--- config.mk ---
export PLATFORM = sky130hd
export DESIGN_NAME = mux8_rr_arbiter_flat
export DESIGN_NICKNAME = d
export VERILOG_FILES = /design/src/rtl/mux8_arb_pkg.sv /design/src/rtl/mux8_rr_arbiter_if.sv /design/src/rtl/mux8_rr_arbiter_rr_pick8.sv /design/src/rtl/mux8_rr_arbiter.sv /design/src/flat_wrapper.sv
export SDC_FILE = /design/constraint.sdc
export NUM_CORES = 1
export LEC_CHECK = 0
export BUFFER_PORTS_ARGS = -buffer_cell sky130_fd_sc_hd__buf_2
export CAP_MARGIN = 20
export CORE_MARGIN = 2
export CORE_UTILIZATION = 55
export DETAILED_ROUTE_END_ITERATION = 10
export PLACE_DENSITY = 0.78
export SETUP_SLACK_MARGIN = 0.3
export SKIP_CTS_REPAIR_TIMING = 1
export SYNTH_ARGS = -nofsm -noshare
export SYNTH_HDL_FRONTEND = slang
export SYNTH_SLANG_ARGS = --single-unit
--- constraint.sdc ---
create_clock -name CLK -period 3.7 [get_ports CLK]
set_input_delay 0.74 -clock CLK [delete_from_list [all_inputs] [get_ports CLK]]
set_output_delay 0.74 -clock CLK [all_outputs]
set_load 0.005 [all_outputs]
--- src/rtl/mux8_arb_pkg.sv ---
`default_nettype none
// +----------------------------------------------------------------------+
// | Package : mux8_arb_pkg                                               |
// | Shared types and sizes for the 8-way round-robin mux arbiter.        |
// | Rev 1.0 : initial release                                            |
// +----------------------------------------------------------------------+
package mux8_arb_pkg;

  localparam int NUM_REQ    = 8;
  localparam int IDX_W      = 3;
  localparam int HOLD_CNT_W = 8;

  typedef enum logic [0:0] {
    IDLE = 1'b0,
    HOLD = 1'b1
  } arb_state_t;

  // Requester index to its one-hot grant bit
  function automatic logic [NUM_REQ-1:0] idx_to_onehot(input logic [IDX_W-1:0] idx);
    return NUM_REQ'(1) << idx;
  endfunction

endpackage
`default_nettype wire

--- src/rtl/mux8_rr_arbiter_if.sv ---
`default_nettype none
// +----------------------------------------------------------------------+
// | Interface : mux8_rr_arbiter_if                                       |
// | Request/grant and mux-select bundle between requesters and arbiter.  |
// | Rev 1.0 : initial release                                            |
// +----------------------------------------------------------------------+
interface mux8_rr_arbiter_if;
  import mux8_arb_pkg::*;

  logic [NUM_REQ-1:0] Req;
  logic [NUM_REQ-1:0] Grant;
  logic               S0;
  logic               S1;
  logic               S2;
  logic               Enable;
  logic               Busy;
  logic [IDX_W-1:0]   Owner;

  // Requester side: drives requests, observes grant and mux controls
  modport master (
    output Req,
    input  Grant, S0, S1, S2, Enable, Busy, Owner
  );

  // Arbiter side
  modport slave (
    input  Req,
    output Grant, S0, S1, S2, Enable, Busy, Owner
  );

endinterface
`default_nettype wire

--- src/rtl/mux8_rr_arbiter_rr_pick8.sv ---
`default_nettype none
// +----------------------------------------------------------------------+
// | Module : rr_pick8                                                    |
// | Combinational rotating priority encoder: first set bit of Req&Mask   |
// | searching upward from Ptr, wrapping 7 -> 0.                          |
// | Rev 1.0 : initial release                                            |
// +----------------------------------------------------------------------+
module rr_pick8
  import mux8_arb_pkg::*;
(
  input  logic [NUM_REQ-1:0] Req,
  input  logic [IDX_W-1:0]   Ptr,
  input  logic [NUM_REQ-1:0] Mask,
  output logic               Found,
  output logic [IDX_W-1:0]   Idx
);

  logic [NUM_REQ-1:0] w_req;

  assign w_req = Req & Mask;

  // Scan farthest-to-nearest from Ptr so the nearest candidate is written last and wins
  always_comb begin
    logic [IDX_W-1:0] w_pos;
    Found = 1'b0;
    Idx   = '0;
    w_pos = '0;
    for (int k = NUM_REQ - 1; k >= 0; k--) begin
      w_pos = Ptr + IDX_W'(k);
      if (w_req[w_pos]) begin
        Found = 1'b1;
        Idx   = w_pos;
      end
    end
  end

endmodule
`default_nettype wire

--- src/rtl/mux8_rr_arbiter.sv ---
`default_nettype none
// +----------------------------------------------------------------------+
// | Module : mux8_rr_arbiter                                             |
// | Round-robin arbiter sharing one 16-bit 8:1 mux between eight         |
// | requesters, with a bounded tenure per owner.                         |
// | Rev 1.0 : initial release                                            |
// +----------------------------------------------------------------------+
module mux8_rr_arbiter
  import mux8_arb_pkg::*;
#(
  parameter int MAX_HOLD = 16
) (
  input  logic               CLK,
  input  logic               RST_N,
  mux8_rr_arbiter_if.slave   bus
);

  localparam logic [HOLD_CNT_W-1:0] C_CNT_LAST = HOLD_CNT_W'(MAX_HOLD - 1);

  arb_state_t             r_state;
  arb_state_t             w_state_nxt;
  logic [NUM_REQ-1:0]     r_grant;
  logic [NUM_REQ-1:0]     w_grant_nxt;
  logic [IDX_W-1:0]       r_owner;
  logic [IDX_W-1:0]       w_owner_nxt;
  logic [IDX_W-1:0]       r_ptr;
  logic [IDX_W-1:0]       w_ptr_nxt;
  logic [HOLD_CNT_W-1:0]  r_cnt;
  logic [HOLD_CNT_W-1:0]  w_cnt_nxt;

  logic [NUM_REQ-1:0]     w_mask;
  logic                   w_found;
  logic [IDX_W-1:0]       w_idx;
  logic                   w_own_req;
  logic                   w_at_limit;

  // r_ptr is kept at last owner + 1, so while holding it already points past the
  // owner; masking the owner out lets one picker serve idle, release and timeout.
  assign w_mask     = (r_state == HOLD) ? ~idx_to_onehot(r_owner) : {NUM_REQ{1'b1}};
  assign w_own_req  = bus.Req[r_owner];
  assign w_at_limit = (r_cnt == C_CNT_LAST);

  rr_pick8 u_pick (
    .Req   (bus.Req),
    .Ptr   (r_ptr),
    .Mask  (w_mask),
    .Found (w_found),
    .Idx   (w_idx)
  );

  // Register state, grant, owner, pointer and tenure counter
  always_ff @(posedge CLK or negedge RST_N) begin
    if (!RST_N) begin
      r_state <= IDLE;
      r_grant <= '0;
      r_owner <= '0;
      r_ptr   <= '0;
      r_cnt   <= '0;
    end else begin
      r_state <= w_state_nxt;
      r_grant <= w_grant_nxt;
      r_owner <= w_owner_nxt;
      r_ptr   <= w_ptr_nxt;
      r_cnt   <= w_cnt_nxt;
    end
  end

  // Next-state: grant from idle, release/timeout handover, or keep counting tenure
  always_comb begin
    w_state_nxt = r_state;
    w_grant_nxt = r_grant;
    w_owner_nxt = r_owner;
    w_ptr_nxt   = r_ptr;
    w_cnt_nxt   = r_cnt;
    case (r_state)
      IDLE: begin
        if (w_found) begin
          w_state_nxt = HOLD;
          w_grant_nxt = idx_to_onehot(w_idx);
          w_owner_nxt = w_idx;
          w_ptr_nxt   = w_idx + IDX_W'(1);
          w_cnt_nxt   = '0;
        end
      end
      HOLD: begin
        if (!w_own_req || w_at_limit) begin
          if (w_found) begin
            // Handover on the same edge, no idle bubble
            w_grant_nxt = idx_to_onehot(w_idx);
            w_owner_nxt = w_idx;
            w_ptr_nxt   = w_idx + IDX_W'(1);
            w_cnt_nxt   = '0;
          end else if (!w_own_req) begin
            // Release with nobody waiting; selects keep the last owner
            w_state_nxt = IDLE;
            w_grant_nxt = '0;
          end
          // else: at limit but alone, keep grant with saturated counter
        end else begin
          w_cnt_nxt = r_cnt + HOLD_CNT_W'(1);
        end
      end
      default: begin
        w_state_nxt = IDLE;
        w_grant_nxt = '0;
      end
    endcase
  end

  assign bus.Grant  = r_grant;
  assign bus.Owner  = r_owner;
  assign bus.S0     = r_owner[0];
  assign bus.S1     = r_owner[1];
  assign bus.S2     = r_owner[2];
  assign bus.Busy   = (r_state == HOLD);
  assign bus.Enable = (r_state == HOLD);

endmodule
`default_nettype wire

--- src/flat_wrapper.sv ---
// flat-port wrapper written by rule: the top's interface ports become plain ports
module mux8_rr_arbiter_flat import mux8_arb_pkg::*;
#(
  parameter int MAX_HOLD = 16
)
  (CLK, RST_N, bus_Req, bus_Grant, bus_S0, bus_S1, bus_S2, bus_Enable, bus_Busy, bus_Owner);
  mux8_rr_arbiter_if bus_i ();
  input  logic CLK;
  input  logic RST_N;
  input wire logic [$bits(bus_i.Req)-1:0] bus_Req;
  output wire logic [$bits(bus_i.Grant)-1:0] bus_Grant;
  output wire logic [$bits(bus_i.S0)-1:0] bus_S0;
  output wire logic [$bits(bus_i.S1)-1:0] bus_S1;
  output wire logic [$bits(bus_i.S2)-1:0] bus_S2;
  output wire logic [$bits(bus_i.Enable)-1:0] bus_Enable;
  output wire logic [$bits(bus_i.Busy)-1:0] bus_Busy;
  output wire logic [$bits(bus_i.Owner)-1:0] bus_Owner;
  assign bus_i.Req = bus_Req;
  assign bus_Grant = bus_i.Grant;
  assign bus_S0 = bus_i.S0;
  assign bus_S1 = bus_i.S1;
  assign bus_S2 = bus_i.S2;
  assign bus_Enable = bus_i.Enable;
  assign bus_Busy = bus_i.Busy;
  assign bus_Owner = bus_i.Owner;
  mux8_rr_arbiter #(.MAX_HOLD(MAX_HOLD)) u_core (.CLK(CLK), .RST_N(RST_N), .bus(bus_i));
endmodule
* After elaboration in Yosys (flattened, before gate mapping)
Cells that the tools add are included.
** Storage, ports and cells
- Register bits :: 23
- Output and inout bits :: 16
** Operators by class
- Add/sub/neg operators :: 9
- $lt $le $gt $ge :: 9
- Equal/unequal tests :: 4
- Shifts and indexed selects :: 2
- Mux-type cells :: 54
- Bitwise operators :: 3
- Reductions and logical operators :: 3
** Operators with widths (number)
- 8-bit 2-to-1 mux :: 7
- 3-bit by 4-bit less-than comparator with 1-bit output, second input constant :: 9
- 3-bit 2-to-1 mux :: 12
- 8-bit one-hot mux with 2 select lines :: 2
- 1-bit binary-select mux with 3-bit select :: 9
- 1-bit 2-to-1 mux :: 21
- 1-bit by 3-bit << shifter with 8-bit output, first input constant :: 2
- 3-bit adder, second input constant :: 4
- 3-bit one-hot mux with 2 select lines :: 2
- 8-bit by 1-bit adder with 8-bit output, second input constant :: 1
- 8-bit bitwise AND :: 1
- 8-bit by 4-bit equality test with 1-bit output, second input constant :: 1
- 8-bit inverter :: 1
- 3-bit by 1-bit adder with 3-bit output, second input constant :: 2
- 3-bit by 2-bit adder with 3-bit output, second input constant :: 2
- 2-bit != test, second input constant :: 2
- 3-bit != test, second input constant :: 1
- 3-bit AND reduction :: 1
- 1-bit one-hot mux with 2 select lines :: 1
- 1-bit zero test :: 1
- 1-bit logical OR :: 1
- 1-bit inverter :: 1

* Logic depth before layout (Yosys ltp)
- Depth in word-level cells :: 18
- Mapped depth :: 18

* Modules after synthesis
Synthesis repeated with hierarchy kept, for this count alone.
** Second synthesis, totals
- Cell total of the unflattened synthesis :: 231
- Area, all modules :: 2386.0 µm²
** By module, submodules not included
- mux8_rr_arbiter :: instances 1, cells each 117, area each 1332.5 µm², sequential area each 575.6 µm²
- rr_pick8 :: instances 1, cells each 114, area each 1053.5 µm², sequential area each 0.0 µm²

* Worst setup path before layout
Ideal clock, no wire load.
- Kind :: register to register
- Start point :: register u_core.r_ptr[1]
- End point :: register u_core.r_grant[7], in the netlist u_core.bus.Grant[7]
- Arrival :: 3757 ps
- Required time :: 3579 ps
- Path slack :: -178 ps
- Stages on the path, launching flop included :: 17
- Buffers on the path :: 4
- Clock period less this slack :: 3878 ps
- Path through :: dfrtp_1 -> clkbuf_1 -> clkbuf_1 -> inv_1 -> ha_1 -> buf_2 -> buf_1 -> o32ai_1 -> mux4_2 -> nor3_1 -> o21a_1 -> a2111oi_0 -> o32a_2 -> inv_1 -> nor2_1 -> ha_1 -> a22o_1
** Between the ends
- Word-level cells in the longest chain between the ends :: 15
- Elaborated cells between the ends (all ways) :: 47
** RTL lines
- from (decl) :: RTL line mux8_rr_arbiter.sv:26 : logic [IDX_W-1:0] r_ptr;
- from (signal assigned) :: RTL line mux8_rr_arbiter.sv:63 : r_ptr <= w_ptr_nxt;
- 3-bit adder :: RTL line mux8_rr_arbiter_rr_pick8.sv:29 : w_pos = Ptr + IDX_W'(k);
- 1-bit binary-select mux with 3-bit select :: RTL line mux8_rr_arbiter_rr_pick8.sv:30 : if (w_req[w_pos]) begin
- 1-bit 2-to-1 mux (implied by the code) :: RTL line mux8_rr_arbiter_rr_pick8.sv:30
- 3-bit 2-to-1 mux (7 in a row) :: RTL line mux8_rr_arbiter_rr_pick8.sv:30
- 3-bit 2-to-1 mux (*) :: RTL line mux8_rr_arbiter_rr_pick8.sv:30
- via u_core.u_pick.Idx[1] :: RTL line mux8_rr_arbiter_rr_pick8.sv:15 : output logic [IDX_W-1:0] Idx
- 1-bit by 3-bit << shifter with 8-bit output (*) :: RTL line mux8_arb_pkg.sv:20 : return NUM_REQ'(1) << idx;
- 8-bit 2-to-1 mux :: RTL line mux8_rr_arbiter.sv:87 : if (w_found) begin
- 8-bit 2-to-1 mux :: RTL line mux8_rr_arbiter.sv:86 : if (!w_own_req || w_at_limit) begin
- 8-bit one-hot mux with 2 select lines (*) :: RTL line mux8_rr_arbiter.sv:75 : case (r_state)
- to (signal assigned) :: RTL line mux8_rr_arbiter.sv:61 : r_grant <= w_grant_nxt;
- to (decl) :: RTL line mux8_rr_arbiter.sv:22 : logic [NUM_REQ-1:0] r_grant;
Mark *: on every way through the listed nets, which the timed path passes. The rest lies on a longest branch. The select of a mux whose other input is x is not followed.
A chain may end at the register's enable or synchronous reset.

* Worst setup path after layout
- Start point :: register u_core.r_owner[2], in the netlist u_core.bus.Owner[2]
- End point :: register u_core.r_grant[5], in the netlist u_core.bus.Grant[5]
** Between the ends
- Word-level cells in the longest chain between the ends :: 18
- Elaborated cells between the ends (all ways) :: 49
** RTL lines
- from (decl) :: RTL line mux8_rr_arbiter.sv:24 : logic [IDX_W-1:0] r_owner;
- from (signal assigned) :: RTL line mux8_rr_arbiter.sv:62 : r_owner <= w_owner_nxt;
- 1-bit by 3-bit << shifter with 8-bit output (*) :: RTL line mux8_arb_pkg.sv:20
- 8-bit inverter (*) :: RTL line mux8_rr_arbiter.sv:39 : assign w_mask = (r_state == HOLD) ? ~idx_to_onehot(r_owner) : {NUM_REQ{1'b1}};
- 8-bit 2-to-1 mux (*) :: RTL line mux8_rr_arbiter.sv:39
- 8-bit bitwise AND (*) :: RTL line mux8_rr_arbiter_rr_pick8.sv:20 : assign w_req = Req & Mask;
- 1-bit binary-select mux with 3-bit select :: RTL line mux8_rr_arbiter_rr_pick8.sv:30
- 1-bit 2-to-1 mux (implied by the code) :: RTL line mux8_rr_arbiter_rr_pick8.sv:30
- 3-bit 2-to-1 mux (7 in a row) :: RTL line mux8_rr_arbiter_rr_pick8.sv:30
- 3-bit 2-to-1 mux (*) :: RTL line mux8_rr_arbiter_rr_pick8.sv:30
- via u_core.u_pick.Idx[0] :: RTL line mux8_rr_arbiter_rr_pick8.sv:15
- 1-bit by 3-bit << shifter with 8-bit output (*) :: RTL line mux8_arb_pkg.sv:20
- 8-bit 2-to-1 mux :: RTL line mux8_rr_arbiter.sv:87
- 8-bit 2-to-1 mux :: RTL line mux8_rr_arbiter.sv:86
- 8-bit one-hot mux with 2 select lines (*) :: RTL line mux8_rr_arbiter.sv:75
Marked as above.

==> run metrics <==
maximum clock path buffer count=2; row count=25; final period utilization=between 90% and 100%; largest net degree at the start of global routing=27; DR iter-0 viols=between 300 and 400; Clk Latency, worst-skew pair=0.26 ns; Metal-1 WL=3.134 mm; number of port buffers=25; CTS tree=yes; max-cap violations=0; via count=2783; average vias per placed instance=between 6 and 7; FILL cells=390; chip height=74.05 microns; NumNets Final=362; Async SR Flop Fraction=100.0%; grt ovf=0; initial antenna violation count=0; PnR worst setup slack=between 0.3 and 0.4 ns; drt pass-1 iters=5; R2R Setup Slk=approximately 0.3 ns; Total GRT Usage=28.64%; critical path type=flop to flop; Initial Utilization=~57%; # setup viols final=0; Die ar.=5483 sq um; # DRC=0; Netlist cell types=between 70 and 80; diodes inserted=0; routed wl met2=~3.7 mm; RSZ-0062 raised after global routing=yes; first-pass GRT wire length=around 12 mm; startpoint types=flop; Max-slew headroom=between 50% and 60%; final hold viol count=0; Met3 Wirelength=slightly above 700 microns; Max Slew Vio Count=0; Crit. Startpoint=u_core.bus.Owner[2]; number of global-route vias before repair=2476; uppermost layer routed=met4; core area=4723 sq um; Critical Path AT=roughly 3.5 ns; clock skew=around 0.0017 ns; fin util=66.91%; Post-synth EDFFs=0; clock sinks=23; Cell Area, Synth=around 2700 sq um; CP required=3.85 ns; clock slew seen by the registers of the worst setup and hold paths=approximately 0.080 ns; CP Capture Type=flop; layout cells sized above 1=31.98%; Root Buffer=clkbuf_8; DPL Wire Length=around 5.5 mm; CTS Buf Count=3; htree depth=1; Tmin final=between 3 and 4 ns; status=completed; Synthesis Warnings=0; IO Count=26; Fin Setup TNS=0 ns; Synth Register Bits=23; r2r endpoint=u_core.bus.Grant[5]; synthesis-to-layout area growth=17.11%; Post-Layout Cell Count=just over 400; fmax=approximately 290 MHz; reg2reg path depth=10; top_reg_cell synth=dfrtp_1; Post-Synthesis Cells=310; Die X=74.05 microns; Hold Crit Class=primary input to async pin; Placement Setup Slack=between 0.2 and 0.3 ns; antenna violation net count after detailed routing=0; drt total wl=a little under 8 mm; reg2reg start=u_core.bus.Owner[2]; syn avg cell area=a little under 9 sq um; crit-path max FO=12; gpl congestion=a little over 1; Worst Setup EP=u_core.bus.Grant[5]; placed cells=between 300 and 400; Syn Nets=~330; Worst Tran Pin Value=between 0.6 and 0.7 ns; sequential area share after synthesis=about a fifth; routed length per instance=between 15 and 20 microns
synth_stat cells, types with 7 or more instances:
master | instances | area [sq um]
mux2i_1 | 7 | 70.07
nand3_1 | 9 | 45.04
mux4_2 | 10 | 225.2
and2_1 | 10 | 62.56
buf_4 | 7 | 52.55
clkbuf_1 | 7 | 26.28
nor2_1 | 20 | 75.07
inv_1 | 12 | 45.04
nand2_1 | 29 | 108.9
nor2b_1 | 11 | 68.82
o21ai_0 | 13 | 65.06
dfrtp_1 | 23 | 575.6
ha_1 | 7 | 87.58
a21oi_1 | 7 | 35.03
flip-flops by register name, summed over array words and instances, names as in the netlist:
| register | cells |
|---|---|
| u_core.bus.Busy | 1 |
| u_core.bus.Grant | 8 |
| u_core.r_ptr | 3 |
| u_core.r_cnt | 8 |
| u_core.bus.Owner | 3 |
worst min path at each step:
| stage | startpoint | end | slack (ns) | cells after the start |
|---|---|---|---|---|
| 6_report | RST_N | u_core.r_cnt[4] | 0.45 | 1 |
| 5_1_grt | RST_N | u_core.r_cnt[4] | 0.48 | 1 |
| 4_1_cts | RST_N | u_core.r_cnt[4] | 0.45 | 1 |
| 3_5_place_dp | u_core.bus.Grant[2] | u_core.bus.Grant[2] | 0.47 | 1 |
| 3_3_place_gp | u_core.bus.Grant[1] | u_core.bus.Grant[1] | 0.47 | 1 |
| 2_1_floorplan | RST_N | u_core.bus.Busy | 0.44 | 0 |
cell families after synthesis:
logic type | after synthesis | synth area share, %
and+or+nand+nor | 122 | 26.94
AOI/OAI and AO/OA | 94 | 27.45
buffers and inverters | 40 | 7.464
DFF | 23 | 21.33
muxes | 21 | 12.61
adders and majority gates | 7 | 3.245
xor gates and xnor gates | 3 | 0.9738
routing by layer:
| layer | vias to the layer above | track usage [%] |
|---|---|---|
| met5 | - | 0 |
| met4 | 0 | 11.92 |
| met3 | 18 | 4.743 |
| met2 | 169 | 44.74 |
| met1 | 1324 | 39.54 |
| li1 | 1272 | - |
layout by cell type, fill, tap and decap left out, drive strengths merged, types with 9 or more instances in the layout:
cell   Yosys  final
inv       12     12
a21oi      9      9
buf       18     57
and2      11     11
dfrtp     23     23
nor2      20     20
mux4      10     10
o21ai     14     14
nor2b     11     11
nand2     29     29
nand3      9      9
critical path: stages, from the launching register on:
cell and delay, ns:
dfrtp_2 0.50, nand4b_1 0.37, a32o_2 0.36, mux4_2 0.52, buf_6 0.15, a221o_1 0.37, a2111oi_4 0.37, buf_4 0.21
inv_1 0.05, ha_2 0.17, a32o_1 0.21
area by class of cell:
cell class                 instances  area, sq um  area share [%]
timing repair buffer              57        380.4           12.03
inverter                          13        53.80           1.702
sequential                        23        581.8           18.41
multi-input combinational        247         2016           63.78
tap                               67        83.83           2.652
clock buffer                       4        45.04           1.425
metrics by stage:
step                      hold slack (ns)  instance area, sq um
final                              0.4474                  3161
after CTS                          0.4486                  2963
after global placement             0.4705                  2918
after global routing               0.4782                  3161
after floorplan                    0.4444                  2760
after detailed placement           0.4732                  2918
Power is not shown: default switching activity piles up to over one toggle a cycle in this logic, so the estimate is an artifact.
